--- src/rtl/mult_sched_pkg.sv ---
// Shared types and default parameters for the multiplier scheduler.
package mult_sched_pkg;

    typedef enum logic [1:0] {
        IDLE  = 2'd0,
        RUN   = 2'd1,
        DRAIN = 2'd2
    } state_e;

    localparam int N_DEF       = 8;
    localparam int NREQ_DEF    = 4;
    localparam int TIMEOUT_DEF = 64;

endpackage

--- src/rtl/mult_sched_rr_arbiter.sv ---
// Combinational round-robin pick: first set request at or after ptr, wrapping.
module rr_arbiter
    import mult_sched_pkg::*;
#(
    parameter int NREQ = NREQ_DEF
) (
    input  logic [NREQ-1:0]          req,
    input  logic [$clog2(NREQ)-1:0]  ptr,
    output logic [NREQ-1:0]          gnt,
    output logic [$clog2(NREQ)-1:0]  idx,
    output logic                     valid
);

    localparam int IW = $clog2(NREQ);

    logic [IW:0]   cand_sum [NREQ];
    logic [IW-1:0] cand     [NREQ];

    // cand[gi] is the requester index examined at priority position gi
    for (genvar gi = 0; gi < NREQ; gi++) begin : g_cand
        assign cand_sum[gi] = {1'b0, ptr} + (IW+1)'(gi);
        assign cand[gi] = (cand_sum[gi] >= (IW+1)'(NREQ)) ?
                          IW'(cand_sum[gi] - (IW+1)'(NREQ)) : cand_sum[gi][IW-1:0];
    end

    always_comb begin
        valid = 1'b0;
        idx   = '0;
        for (int i = 0; i < NREQ; i++) begin
            if (!valid && req[cand[i]]) begin
                valid = 1'b1;
                idx   = cand[i];
            end
        end
        gnt = valid ? (NREQ'(1) << idx) : '0;
    end

endmodule

--- src/rtl/mult_sched.sv ---
// Round-robin scheduler sharing one sequential multiplier among NREQ clients,
// with result capture, one-cycle acknowledge and a sticky watchdog error.
module mult_sched
    import mult_sched_pkg::*;
#(
    parameter int N       = N_DEF,
    parameter int NREQ    = NREQ_DEF,
    parameter int TIMEOUT = TIMEOUT_DEF
) (
    input  logic                         CLOCK,
    input  logic                         RESET,
    input  logic [NREQ-1:0]              REQ,
    input  logic [NREQ-1:0][N-1:0]       OPA,
    input  logic [NREQ-1:0][N-1:0]       OPB,
    output logic [NREQ-1:0]              ACK,
    output logic [2*N-1:0]               RESULT,
    output logic                         ERR,
    output logic                         BUSY,
    output logic [$clog2(NREQ)-1:0]      GRANT_ID,
    output logic                         MUL_START,
    output logic [N-1:0]                 MUL_A,
    output logic [N-1:0]                 MUL_B,
    input  logic [2*N-1:0]               MUL_S,
    input  logic                         MUL_END
);

    localparam int IW = $clog2(NREQ);
    localparam int WW = $clog2(TIMEOUT);

    state_e          state_q, state_d;
    logic [IW-1:0]   ptr_q, ptr_d;
    logic [IW-1:0]   grant_id_q, grant_id_d;
    logic [NREQ-1:0] grant_oh_q, grant_oh_d;
    logic [NREQ-1:0] ack_q, ack_d;
    logic [2*N-1:0]  result_q, result_d;
    logic            err_q, err_d;
    logic [N-1:0]    mul_a_q, mul_a_d;
    logic [N-1:0]    mul_b_q, mul_b_d;
    logic [WW-1:0]   wd_q, wd_d;

    logic [NREQ-1:0] arb_gnt;
    logic [IW-1:0]   arb_idx;
    logic            arb_valid;
    logic [IW-1:0]   ptr_next;

    rr_arbiter #(.NREQ(NREQ)) u_arb (
        .req   (REQ),
        .ptr   (ptr_q),
        .gnt   (arb_gnt),
        .idx   (arb_idx),
        .valid (arb_valid)
    );

    assign ptr_next = (grant_id_q == IW'(NREQ-1)) ? '0 : grant_id_q + 1'b1;

    always_comb begin
        state_d    = state_q;
        ptr_d      = ptr_q;
        grant_id_d = grant_id_q;
        grant_oh_d = grant_oh_q;
        ack_d      = '0;
        result_d   = result_q;
        err_d      = err_q;
        mul_a_d    = mul_a_q;
        mul_b_d    = mul_b_q;
        wd_d       = wd_q;
        unique case (state_q)
            IDLE: begin
                // A MUL_END still high here is a stale completion; hold off
                if (arb_valid && !MUL_END) begin
                    mul_a_d    = OPA[arb_idx];
                    mul_b_d    = OPB[arb_idx];
                    grant_id_d = arb_idx;
                    grant_oh_d = arb_gnt;
                    wd_d       = '0;
                    state_d    = RUN;
                end
            end
            RUN: begin
                wd_d = wd_q + 1'b1;
                if (MUL_END) begin
                    result_d = MUL_S;
                    ack_d    = grant_oh_q;
                    ptr_d    = ptr_next;
                    state_d  = DRAIN;
                end else if (wd_q == WW'(TIMEOUT-1)) begin
                    err_d    = 1'b1;
                    result_d = '0;
                    ack_d    = grant_oh_q;
                    ptr_d    = ptr_next;
                    state_d  = DRAIN;
                end
            end
            DRAIN: begin
                if (!MUL_END) state_d = IDLE;
            end
            default: state_d = IDLE;
        endcase
    end

    always_ff @(posedge CLOCK) begin
        if (RESET) begin
            state_q    <= IDLE;
            ptr_q      <= '0;
            grant_id_q <= '0;
            grant_oh_q <= '0;
            ack_q      <= '0;
            result_q   <= '0;
            err_q      <= 1'b0;
            mul_a_q    <= '0;
            mul_b_q    <= '0;
            wd_q       <= '0;
        end else begin
            state_q    <= state_d;
            ptr_q      <= ptr_d;
            grant_id_q <= grant_id_d;
            grant_oh_q <= grant_oh_d;
            ack_q      <= ack_d;
            result_q   <= result_d;
            err_q      <= err_d;
            mul_a_q    <= mul_a_d;
            mul_b_q    <= mul_b_d;
            wd_q       <= wd_d;
        end
    end

    assign ACK       = ack_q;
    assign RESULT    = result_q;
    assign ERR       = err_q;
    assign BUSY      = (state_q != IDLE);
    assign GRANT_ID  = grant_id_q;
    assign MUL_START = (state_q == RUN);
    assign MUL_A     = mul_a_q;
    assign MUL_B     = mul_b_q;

    a_ack_onehot: assert property (@(posedge CLOCK) disable iff (RESET) $onehot0(ack_q));
    a_start_run:  assert property (@(posedge CLOCK) disable iff (RESET)
                                   (state_q != RUN) |-> !MUL_START);
    a_ack_gap:    assert property (@(posedge CLOCK) disable iff (RESET)
                                   !((|ack_q) && $past(|ack_q)));

endmodule
--- config.mk ---
export PLATFORM = sky130hd
export DESIGN_NAME = mult_sched
export DESIGN_NICKNAME = d
export VERILOG_FILES = /design/src/rtl/mult_sched_pkg.sv /design/src/rtl/mult_sched_rr_arbiter.sv /design/src/rtl/mult_sched.sv
export SDC_FILE = /design/constraint.sdc
export NUM_CORES = 1
export LEC_CHECK = 0
export ABC_AREA = 1
export BUFFER_PORTS_ARGS = -buffer_cell sky130_fd_sc_hd__buf_2
export CORE_ASPECT_RATIO = 0.5
export CORE_MARGIN = 2
export CORE_UTILIZATION = 48
export CTS_BUF_LIST = sky130_fd_sc_hd__clkbuf_4 sky130_fd_sc_hd__clkbuf_8
export CTS_CLUSTER_SIZE = 14
export DETAILED_ROUTE_END_ITERATION = 16
export PLACE_DENSITY_LB_ADDON = 0.1
export SETUP_SLACK_MARGIN = 0.4
export SLEW_MARGIN = 40
export SYNTH_ARGS = -nofsm -noshare
export SYNTH_HDL_FRONTEND = slang
export SYNTH_SLANG_ARGS = --single-unit
--- constraint.sdc ---
create_clock -name CLOCK -period 3.8 [get_ports CLOCK]
set_input_delay 0.19 -clock CLOCK [delete_from_list [all_inputs] [get_ports CLOCK]]
set_output_delay 0.19 -clock CLOCK [all_outputs]
set_load 0.05 [all_outputs]
# Word-level counts from Yosys, hierarchy flattened
# Index checks and enable logic that the tools add are counted.
totals:
  regBits: 53
  inputBits: 87
  elab_cells: 95
  out_inout_bits: 41
op_classes:
  add_sub_neg: 9
  bitwise: 2
  n_shift: 1
  muxes: 39
  n_lt_le_gt_ge: 9
  n_eq_ne: 7
  n_reduce_logical: 18
ops:
  columns: ["operator", "count"]
  rows:
  - ["$bmux W8 S2", 2]
  - ["$mux W16", 2]
  - ["$mux W2", 15]
  - ["$mux W8", 2]
  - ["$lt A2 B3 Y1 const B", 5]
  - ["$mux W4", 3]
  - ["$pmux W6 S2", 1]
  - ["$ge A3 B3 Y1 const B", 3]
  - ["$bmux W1 S2", 4]
  - ["$mux W1", 8]
  - ["$sub A2 B1 Y2 const B", 4]
  - ["$add A2 B2 Y3 const B", 2]
  - ["$add A6 B1 Y6 const B", 1]
  - ["$eq A6 B6 Y1 const B", 1]
  - ["$mux W6", 1]
  - ["$pmux W2 S3", 1]
  - ["$reduce_and A2 Y1", 3]
  - ["$reduce_and A3 Y1", 2]
  - ["$reduce_bool A2 Y1", 3]
  - ["$eq A2 B2 Y1 const B", 2]
  - ["$logic_and A1 B1 Y1", 4]
  - ["$logic_not A1 Y1", 4]
  - ["$ne A2 B2 Y1 const B", 2]
  - ["$shl A1 B2 Y4 const A", 1]
  - ["8 further kinds", 9]

# Depth between registers and ports, before layout
# Gate-level depths: netlist (run 1).
logic_depth:
  ltp_word: 17
  mapped_depth: 17
  depth_no_buf: 15

# By module
# A second synthesis (run 1) with hierarchy kept.
hier_totals:
  cells_unflattened: 441
  hier_area_um2: 2945.3
by_module_without_submodules:
  columns: ["mod", "seq_area_each_um2", "area_each_um2", "instances", "cells_per_inst"]
  rows:
  - ["mult_sched", 1061.0, 2613.8, 1, 374]
  - ["rr_arbiter", 0.0, 331.6, 1, 67]

# Worst setup path before layout (run 1)
# No wires, ideal clock.
synth_path:
  kind: "register -> register"
  from: "reg ptr_q[0]"
  to: "reg mul_a_q[0] (netlist: MUL_A[0])"
  stages_incl_launch_ff: 17
  setup_ns: 0.109
  t_arrival_ns: 1.631
  n_path_buf: 3
  slack_ns: 2.060
  period_less_slack_ns: 1.740
  required_ns: 3.691
  path_cell_list: "dfxtp_1 -> buf_6 -> inv_8 -> nand2_2 -> nand3_1 -> nand2_2 -> inv_1 -> nand3_2 -> buf_6 -> nand3_4 -> buf_12 -> nand2_2 -> nand2_1 -> nand2_1 -> nand3_1 -> nand2_1 -> inv_1"
synth_between:
  elab_chain_len: 16
  word_cells_on_any_way: 41
  classes_between: "7 x add/sub; 4 x order compare; 22 x mux; 8 x reduce/logical"
synth_lines:
  columns: ["element", "line_no", "rtl"]
  rows:
  - ["start, declared", "mult_sched.sv:31", "logic [IW-1:0] ptr_q, ptr_d;"]
  - ["start signal, assigned", "mult_sched.sv:115", "ptr_q <= ptr_d;"]
  - ["branches (longest 16 deep; another with $add A2 B1 Y3)", null, null]
  - ["end signal, assigned", "mult_sched.sv:121", "mul_a_q <= mul_a_d;"]
  - ["end, declared", "mult_sched.sv:37", "logic [N-1:0] mul_a_q, mul_a_d;"]
# Parallel ways; which one is timed is not known. The select of a mux whose other input is x is not followed.
# A chain may end at the register's enable or synchronous reset.

# Final worst setup path (run 1)
layout_path:
  from: "reg ptr_q[0]"
  to: "reg wd_q[5]"
layout_between:
  elab_chain_len: 17
  word_cells_on_any_way: 36
  classes_between: "7 x add/sub; 4 x order compare; 1 x eq/ne; 16 x mux; 8 x reduce/logical"
layout_lines:
  columns: ["element", "line_no", "rtl"]
  rows:
  - ["branches (longest 13 deep; another with $add A2 B1 Y3)", null, null]
  - ["$mux W1 *", "mult_sched_rr_arbiter.sv:30", "if (!valid && req[cand[i]]) begin"]
  - ["$logic_and A1 B1 Y1 *", "mult_sched.sv:70", "if (arb_valid && !MUL_END) begin"]
  - ["$ne A2 B2 Y1 (no line) *", null, null]
  - ["$reduce_and A2 Y1 (no line) *", null, null]
  - ["end signal, assigned", "mult_sched.sv:123", "wd_q <= wd_d;"]
  - ["end, declared", "mult_sched.sv:39", "logic [WW-1:0] wd_q, wd_d;"]
# Mark *: on every way between the ends. The select of a mux whose other input is x is not followed.

==> run metrics, run 1 <==
status finished clean; CTS Hold Bufs 0; DR vias 3128; # clock sinks 53; vias in the first global route 2811; sequence of cells on the critical path nand2_1, nand3_1, nand2_2, inv_1, nand3_2, nand2_2, inv_2, nor2_1, nand2_1, a21oi_1; Detailed Routing Iterations Pass 1 5; H-tree depth 2; Critical Path AT ~3200 ps; Placed Instances 646; non-filler cells, final approximately 650; largest family of logic cells by synthesized area simple AND/OR/NAND/NOR gates; min cycle time layout 2960 ps; Warnings, synthesis 0; post-synth cell types 32; Int Pwr 942 µW; final hold violation count 0; Seq pwr share 38.8%; first-pass GRT wire length 12.5 mm; area delta synth->final 20.7%; Worst R2R Setup Slack about 840 ps; Synth Cell Area 3140 µm²; Iter 0 DRT Violations between 150 and 200; combinational fraction of design power 39.5%; Req. time, crit path between 4000 and 5000 ps; DRC viols 0; fill count 656; max_slew headroom 47.2%; GPL Wtd Cong 0.872; root buf cell clkbuf_8; Hold Crit Class primary input to register; Congestion Overflow GR 0; Max Fclk 338 MHz; Clock transition at path regs ~100 ps; syn avg cell area roughly 6.9 µm²; post-synth net total 543; Post-CTS Repair Setup Buffers 0; Die Ht 61.2 µm; commonest non-fill, non-tap cells in the layout 127 x buf_2, 125 x nand2_1, 53 x dfxtp_1, 44 x nor2_1, 38 x nand3_1; unrepaired setup endpoints after global routing no; startpoint type of the worst setup path register; Clock Path Buffers 2; Cell Rows 20; ys flop type dfxtp_1; cell family with most CP delay simple AND/OR/NAND/NOR gates; Multi-input gate area 1730 µm²; Max Cap Viol 0; static leakage 1.93 nW; XOR/XNOR Fraction of Synth Area 0%; commonest non-fill, non-tap cell in the layout buf_2; post-route ant nets 0; fin crit share between 70% and 80%; Initial Util 50.7%; layout net count roughly 650; Die Wd 118 µm; PortBufs 127; Final Setup Violations 0; Post-synth EDFFs 0; Synth Instances 454; clk_lat worst skew about 310 ps; Max FO, Critical Path 36; Peak VDD IR 228 µV; CTS resizes 0; TritonCTS Buffers 5; Power Density 426 nW/µm²; CTS tree yes; post-synthesis mux area share 0%; DIE AREA approximately 7300 µm²; Post-Synth Adder-Cell Area less than 1%; layout cell share with drive strength beyond 1 35.2%; FF/Latch Area 1060 µm²; largest net degree at the start of global routing 40; final WL ~7.8 mm; Avg WL per Cell between 10 and 15 µm; kind of critical path register to register; TNS Setup 0 ps; Post-DP HPWL 5.63 mm; # IOs 128; register area share after synthesis 33.7%; switch share 41.7%; initial antenna violation count 0; CP bufs+invs 2; Worst-Margin Slew 792 ps; Worst Skew 8.06 ps; vias per cell between 4 and 5; ys async rst share 0%; Yosys reg bits 53; Clock power frac 21.7%; GRT Total Usage 21.5%; Slowest-stage cell, CP dfxtp_1; CORE AREA 6210 µm²; Max stage delay on crit path 680 ps; Ant. Diodes 0; post-synthesis compound-gate area fraction 8.83%; Post-Synth Simple-Gate Area a little under half; Final Max Slew Viols 0; crit end category register; Sw Pwr 673 µW
through the flow:
stage	hold slack [ps]	area (µm²)	setup slack (ps)	power, mW	util, %
2_1_floorplan	339	3140	2060	1.17	-
3_3_place_gp	445	3680	822	1.27	59.4
3_5_place_dp	451	3690	690	1.28	59.5
4_1_cts	103	3790	683	1.62	61.1
5_1_grt	101	3790	549	1.71	61.1
6_report	114	3790	837	1.61	61.1
layer usage:
| layer | global-route usage [%] | part of all wire [%] |
|---|---|---|
| met5 | 0 | 0 |
| met4 | 4.76 | 0.45 |
| met3 | 6.02 | 7.3 |
| met2 | 40.2 | 45 |
| met1 | 25.5 | 47 |
path summary, 6_finish.rpt:
| check | start | endpoint | cells after the start |
|---|---|---|---|
| worst min-delay path | MUL_S[1] | RESULT[1] | 3 |
| worst max-delay path | ptr_q[0] | wd_q[5] | 10 |
| worst min register to register | RESULT[1] | RESULT[1] | 2 |
| worst max register to register | ptr_q[0] | wd_q[5] | 10 |
Yosys cell counts, types with 5 or more instances:
master	instances	area, µm²
clkbuf_1	9	33.8
o21ai_1	7	35.0
inv_1	34	128
nand3_1	39	195
o21ai_0	6	30.0
dfxtp_1	53	1060
nor2_2	5	31.3
clkbuf_8	5	68.8
nand2_2	30	188
nor2_1	45	169
nand4_1	19	119
nand2_1	126	473
nand3_2	9	90.1
a21oi_1	31	155
cell families (layout without fill, tap and decap cells):
logic type / Yosys count / in the layout
AOI/OAI and AO/OA: 50 / 50
and+or+nand+nor: 288 / 288
DFF: 53 / 53
adders and majority gates: 2 / 2
buffers and inverters: 61 / 173
state kept, by name, summed over array words and instances (netlist names), 2 cells and up:
name / count
RESULT: 16
MUL_B: 8
GRANT_ID: 2
wd_q: 6
state_q: 2
ptr_q: 2
ACK: 4
MUL_A: 8
grant_oh_q: 4
worst reg2reg max path: cells and delay by family, from the launching register on:
family | cells | cell delay, ps
AOI/OAI and AO/OA | 1 | 130
buffers and inverters | 2 | 390
DFF | 1 | 680
and+or+nand+nor | 7 | 1700
power by group through the flow:
stage | sequential, mW | clock (mW) | combinational, mW
2_1_floorplan | 0.755 | 0 | 0.415
3_3_place_gp | 0.638 | 0 | 0.634
3_5_place_dp | 0.639 | 0 | 0.637
4_1_cts | 0.627 | 0.359 | 0.639
5_1_grt | 0.632 | 0.382 | 0.700
6_report | 0.627 | 0.350 | 0.638
cell type report:
cell class              instances  area share (%)
inverters                      37            3.86
well taps                      88            2.90
multi-input cells             340            45.7
clock buffers                   6            2.18
flip-flops and latches         53            28.0
repair buffers                128            17.0
clock inverters                 2           0.462
No activity file was read; power rests on OpenSTA's default activity.
==> inputs of run 2 (changes only) <==
--- a/config.mk
+++ b/config.mk
@@ -5,7 +5,7 @@
 export SDC_FILE = /design/constraint.sdc
 export NUM_CORES = 1
 export LEC_CHECK = 0
-export ABC_AREA = 1
+export ABC_AREA = 0
 export BUFFER_PORTS_ARGS = -buffer_cell sky130_fd_sc_hd__buf_2
 export CORE_ASPECT_RATIO = 0.5
 export CORE_MARGIN = 2
==> constraint.sdc (replaced) <==
create_clock -name CLOCK -period 2.98 [get_ports CLOCK]
set_input_delay 0.149 -clock CLOCK [delete_from_list [all_inputs] [get_ports CLOCK]]
set_output_delay 0.149 -clock CLOCK [all_outputs]
set_load 0.05 [all_outputs]
==> run metrics, run 2 <==
status finished clean; vias in the first global route 2608 (-7.2%); Detailed Routing Iterations Pass 1 4 (-1); fin crit share 77.1% (-0.91 points); Post-DP HPWL 5.08 mm (-9.9%); DRC viols 0 (unchanged); cell family with most CP delay simple AND/OR/NAND/NOR gates; CTS Hold Bufs 0 (unchanged); CTS resizes 0 (unchanged); kind of critical path register to register; Worst-Margin Slew 790 ps (-2.19 ps); post-synth cell types 44 (+38%); Synth area leader dfxtp_1; sequence of cells on the critical path inv_1, or4_2, and3_2, o21ai_1, a211oi_1; Seq pwr share 46.8% (+8.0 points); Initial Util 51.5% (+0.85 points); Worst R2R Start ptr_q[1]; vias per cell 5.56 (+16%); Warnings, synthesis 0 (unchanged); CORE AREA 5110 µm² (-18%); Worst Skew 13.2 ps (+5.16 ps); largest net degree at the start of global routing 51 (+28%); GRT Total Usage 23.7% (+2.3 points); TritonCTS Buffers 5 (unchanged); root buf cell clkbuf_8; DR vias 2691 (-14%); startpoint type of the worst setup path register; switch share 34.0% (-7.7 points); # clock sinks 53 (unchanged); WHS 63.1 ps (-50.6 ps); TNS Setup 0 ps (unchanged); static leakage 1.50 nW (-22%); Critical Path AT 2470 ps (-730 ps); ys flop type dfxtp_1; syn avg cell area 8.64 µm² (+25%); Cell Rows 18 (-10%); Max FO, Critical Path 34 (-5.6%); Worst R2R Setup Slack 680 ps (-150 ps); Avg WL per Cell 14.9 µm (+26%); Die Wd 109 µm (-8.2%); Int Pwr 1.08 mW (+15%); PortBufs 127 (unchanged); Final Setup Violations 0 (unchanged); Ant. Diodes 0 (unchanged); Max Cap Viol 0 (unchanged); max reg flops 16 (unchanged); max_slew headroom 47.3% (+0.15 points); final WL 7.21 mm (-7.1%); Congestion Overflow GR 0 (unchanged); post-route ant nets 0 (unchanged); Yosys reg bits 53 (unchanged); Post-synth EDFFs 0 (unchanged); Crit. Startpoint ptr_q[1]; post-synth net total 394 (-27%); Commonest cells post-synth 53 x dfxtp_1, 48 x nor2_1, 18 x a21oi_1; initial antenna violation count 0 (unchanged); # IOs 128 (unchanged); final hold violation count 0 (unchanged); Sw Pwr 558 µW (-17%); Synth Instances 305 (-33%); layout cell share with drive strength beyond 1 39.6% (+4.5 points); combinational fraction of design power 25.9% (-14 points); CP bufs+invs 1 (-1); DIE AREA 6130 µm² (-15%); area delta synth->final 24.9%; Clock Path Buffers 2 (unchanged); Die Ht 56.4 µm (-7.9%); Clock transition at path regs 110 ps (about the same); clk_lat worst skew 320 ps (about the same); ys async rst share 0% (unchanged); Clock power frac 27.3% (+5.6 points); Req. time, crit path 3150 ps (-890 ps); CTS tree yes; crit end category register; register area share after synthesis 40.3% (+6.5 points); Hold Crit Class primary input to register; Post-CTS Repair Setup Buffers 0 (unchanged); Synth top area share 40.3% (+6.5 points); commonest non-fill, non-tap cell in the layout buf_2; Peak VDD IR 258 µV (+13%); min cycle time layout 2300 ps (-666 ps); GPL Wtd Cong 0.837 (-4.0%); Iter 0 DRT Violations 131 (-13%); cell area after layout 3290 µm² (-13%); Power Density 499 nW/µm² (+17%); Max Fclk 435 MHz (+29%); H-tree depth 2 (unchanged); Max stage delay on crit path 1030 ps (+350 ps); unrepaired setup endpoints after global routing no; first-pass GRT wire length 11.7 mm (-6.5%); commonest non-fill, non-tap cells in the layout 126 x buf_2, 53 x dfxtp_1, 48 x nor2_1, 18 x a21oi_1, 17 x a211oi_1; Synth Cell Area 2630 µm² (-16%); Final Max Slew Viols 0 (unchanged); Placed Area 3190 µm² (-14%); layout net count 502 (-23%); Synth area leaders dfxtp_1 40%, nor2_1 6.8%, a221oi_1 5.3%; Hold Path Origin MUL_S[4]; Slowest-stage cell, CP or4_2; most common cell in the netlist dfxtp_1
==> run 2: changes by cell type after synthesis, moves of 9 or more <==
cell	previous run	this run
a211oi_1	1	17
a21boi_2	0	9
a21oi_1	31	18
a221oi_1	0	16
a22oi_1	0	16
and3_1	0	9
and3_2	0	9
inv_1	34	1
nand2_1	126	10
nand2_2	30	0
nand3_1	39	2
nand3_2	9	0
nand4_1	19	1
o21ai_1	7	16
==> run 2: area by class of cell <==
cell class | instances | area, µm²
Sequential cell | 53 | 1060
Inverter | 2 | 7.51
Tap cell | 70 | 87.6
Clock buffer | 6 | 82.6
Multi-Input combinational cell | 221 | 1370
Timing Repair Buffer | 130 | 661
Clock inverter | 2 | 17.5
Fill cell | 471 | 1820
==> run 2: cell families (layout without fill, tap and decap cells) <==
logic type | count (synthesis) | after routing | share of synthesized area (%)
compound gates | 111 | 111 | 29.8
fa+ha+maj | 2 | 2 | 0.950
buf+inv | 31 | 140 | 8.17
flops | 53 | 53 | 40.3
mux | 1 | 1 | 0.380
simple gates | 107 | 107 | 20.4
==> run 2: stage by stage <==
stage	setup slack [ps]	util, %	total power, mW	std cells
2_1_floorplan	984	-	1.09	305
3_3_place_gp	714	62.2	1.20	476
3_5_place_dp	733	62.3	1.21	476
4_1_cts	708	64.3	1.65	484
5_1_grt	517	64.3	1.72	484
6_report	684	64.3	1.64	484
==> run 2: power groups by stage <==
| stage | combinational, mW | sequential (mW) | clock, mW |
|---|---|---|---|
| after floorplan | 0.197 | 0.894 | 0 |
| after global placement | 0.416 | 0.783 | 0 |
| after detailed placement | 0.424 | 0.785 | 0 |
| after CTS | 0.425 | 0.769 | 0.455 |
| after global routing | 0.465 | 0.773 | 0.486 |
| final | 0.425 | 0.769 | 0.447 |
==> run 2: worst paths after layout <==
kind                   endpoint  cells after the start
hold / removal        RESULT[4]                      3
setup / recovery       MUL_B[6]                      5
hold reg to reg   grant_oh_q[1]                      2
setup reg to reg       MUL_B[6]                      5
==> run 2: layer usage <==
metal,GRT usage (%),share of wire (%)
met1,28.2,43
met2,42.2,47
met3,7.32,8.9
met4,4.95,0.58
met5,0,0
==> run 2: tightest hold or removal path, stage by stage <==
cell     delay (ps)
buf_2            80
a22oi_1          50
nor2_1           70
==> inputs of run 3 (changes only) <==
--- a/config.mk
+++ b/config.mk
@@ -5,7 +5,7 @@
 export SDC_FILE = /design/constraint.sdc
 export NUM_CORES = 1
 export LEC_CHECK = 0
-export ABC_AREA = 0
+export ABC_AREA = 1
 export BUFFER_PORTS_ARGS = -buffer_cell sky130_fd_sc_hd__buf_2
 export CORE_ASPECT_RATIO = 0.5
 export CORE_MARGIN = 2
==> constraint.sdc (replaced) <==
create_clock -name CLOCK -period 2.39 [get_ports CLOCK]
set_input_delay 0.1195 -clock CLOCK [delete_from_list [all_inputs] [get_ports CLOCK]]
set_output_delay 0.1195 -clock CLOCK [all_outputs]
set_load 0.05 [all_outputs]
==> run metrics, run 3 (same netlist as run 1, synthesis figures left out) <==
status finished clean; Post-DP HPWL 5.89 mm (+16%); WHS 44.3 ps (-18.8 ps); kind of critical path register to register; CTS tree yes; commonest non-fill, non-tap cells in the layout 127 x buf_2, 125 x nand2_1, 50 x dfxtp_1, 42 x nor2_1, 38 x nand3_1; Hold Crit Class primary input to register; DR vias 3305 (+23%); Final Max Slew Viols 0 (unchanged); max reg flops 16 (unchanged); FF/Latch Area 1070 µm² (+0.59%); CTS Hold Bufs 0 (unchanged); Die Ht 61.2 µm (+8.6%); Iter 0 DRT Violations 195 (+49%); max_slew headroom 76.6% (+29 points); crit end category register; Power Density 666 nW/µm² (+34%); Detailed Routing Iterations Pass 1 5 (+1); min cycle time layout 1850 ps (-449 ps); layout cell share with drive strength beyond 1 38.7% (-0.90 points); largest net degree at the start of global routing 28 (-45%); initial antenna violation count 0 (unchanged); Clock transition at path regs 100 ps (about the same); clk_lat worst skew 310 ps (about the same); final hold violation count 0 (unchanged); first-pass GRT wire length 13.4 mm (+14%); Max Cap Viol 0 (unchanged); Cell Rows 20 (+2); Final Setup Violations 0 (unchanged); # clock sinks 53 (unchanged); Max FO, Critical Path 10 (-71%); # IOs 128 (unchanged); Multi-input gate area 1780 µm² (+30%); Peak VDD IR 294 µV (+14%); final WL 8.13 mm (+13%); Worst Skew 9.86 ps (-3.36 ps); Clock Path Buffers 2 (unchanged); layout net count 677 (+35%); startpoint type of the worst setup path register; Max Fclk 541 MHz (+24%); H-tree depth 2 (unchanged); unrepaired setup endpoints after global routing yes; TritonCTS Buffers 5 (unchanged); Die Wd 118 µm (+8.9%); Congestion Overflow GR 0 (unchanged); area delta synth->final 28.1%; Req. time, crit path 2640 ps (-510 ps); static leakage 2.04 nW (+36%); GPL Wtd Cong 0.896 (+7.1%); Avg WL per Cell 12.0 µm (-19%); GRT Total Usage 23.0% (-0.73 points); Ant. Diodes 0 (unchanged); commonest non-fill, non-tap cell in the layout buf_2; TNS Setup 0 ps (unchanged); CORE AREA 6210 µm² (+21%); PortBufs 127 (unchanged); Critical Path AT 2100 ps (-370 ps); root buf cell clkbuf_8; Initial Util 50.7% (-0.85 points); vias per cell 4.88 (-12%); DIE AREA 7250 µm² (+18%); post-route ant nets 0 (unchanged); Worst-Margin Slew 351 ps (-439 ps); fin crit share 77.3% (+0.24 points); vias in the first global route 3032 (+16%); fill count 611 (+30%); DRC viols 0 (unchanged)
## run 3: final cells by class
cell class / count / share of cell area, %
multi-input combinational: 341 / 44.2
clock buffer: 6 / 2.05
inverter: 37 / 3.70
timing repair buffer: 150 / 20.5
sequential: 53 / 26.5
clock inverter: 2 / 0.404
tap: 88 / 2.73
## run 3: routing by layer
layer	track usage, %	routed length [µm]	up-vias
li1	-	-	1733
met1	28.7	3830	1456
met2	41.3	3600	108
met3	6.30	639	8
met4	5.10	61	0
met5	0	0	-
## run 3: repair_timing
action / in CTS / in global routing
gates cloned: 1 / 0
resized for setup: 1 / 15
setup endpoints to repair: 27 / 45
setup buffers: 0 / 9
pin swaps: 2 / 3
## run 3: through the flow
| stage | instances | cell area (µm²) | setup slack (ps) | utilization (%) | power [mW] |
|---|---|---|---|---|---|
| 4_1_cts | 668 | 3900 | 384 | 62.9 | 2.63 |
| 2_1_floorplan | 454 | 3140 | 650 | - | 1.86 |
| 6_report | 677 | 4030 | 543 | 64.9 | 2.68 |
| 3_3_place_gp | 659 | 3790 | 163 | 61.1 | 2.07 |
| 3_5_place_dp | 659 | 3790 | 118 | 61.1 | 2.07 |
| 5_1_grt | 677 | 4030 | 385 | 64.9 | 2.86 |
## run 3: critical path, stage by stage (launching register included)
cell     delay, ps
dfxtp_4        440
inv_8           70
nand2_2         80
nand3_1         90
nand2_2        120
inv_1           90
nand3_4        150
nand3_4        150
buf_4          170
nor2_1         180
nand2_1         70
nand2_1         60
nor2_1          50
nor2_2          70
## run 3: worst paths after layout
kind              startpoint    endpoint  slack (ps)  cells past startpoint
setup / recovery    ptr_q[0]    MUL_A[4]         540                     13
hold / removal     MUL_S[10]  RESULT[10]          40                      3
setup reg to reg    ptr_q[0]    MUL_A[4]         540                     13
hold reg to reg      wd_q[0]     wd_q[0]         460                      1
## run 3: power by group
group	switching, mW	leakage (nW)	internal [mW]
logic	0.745	1.56	0.390
registers	0.0410	0.435	0.955
clock network	0.314	0.0478	0.239
total	1.10	2.04	1.58
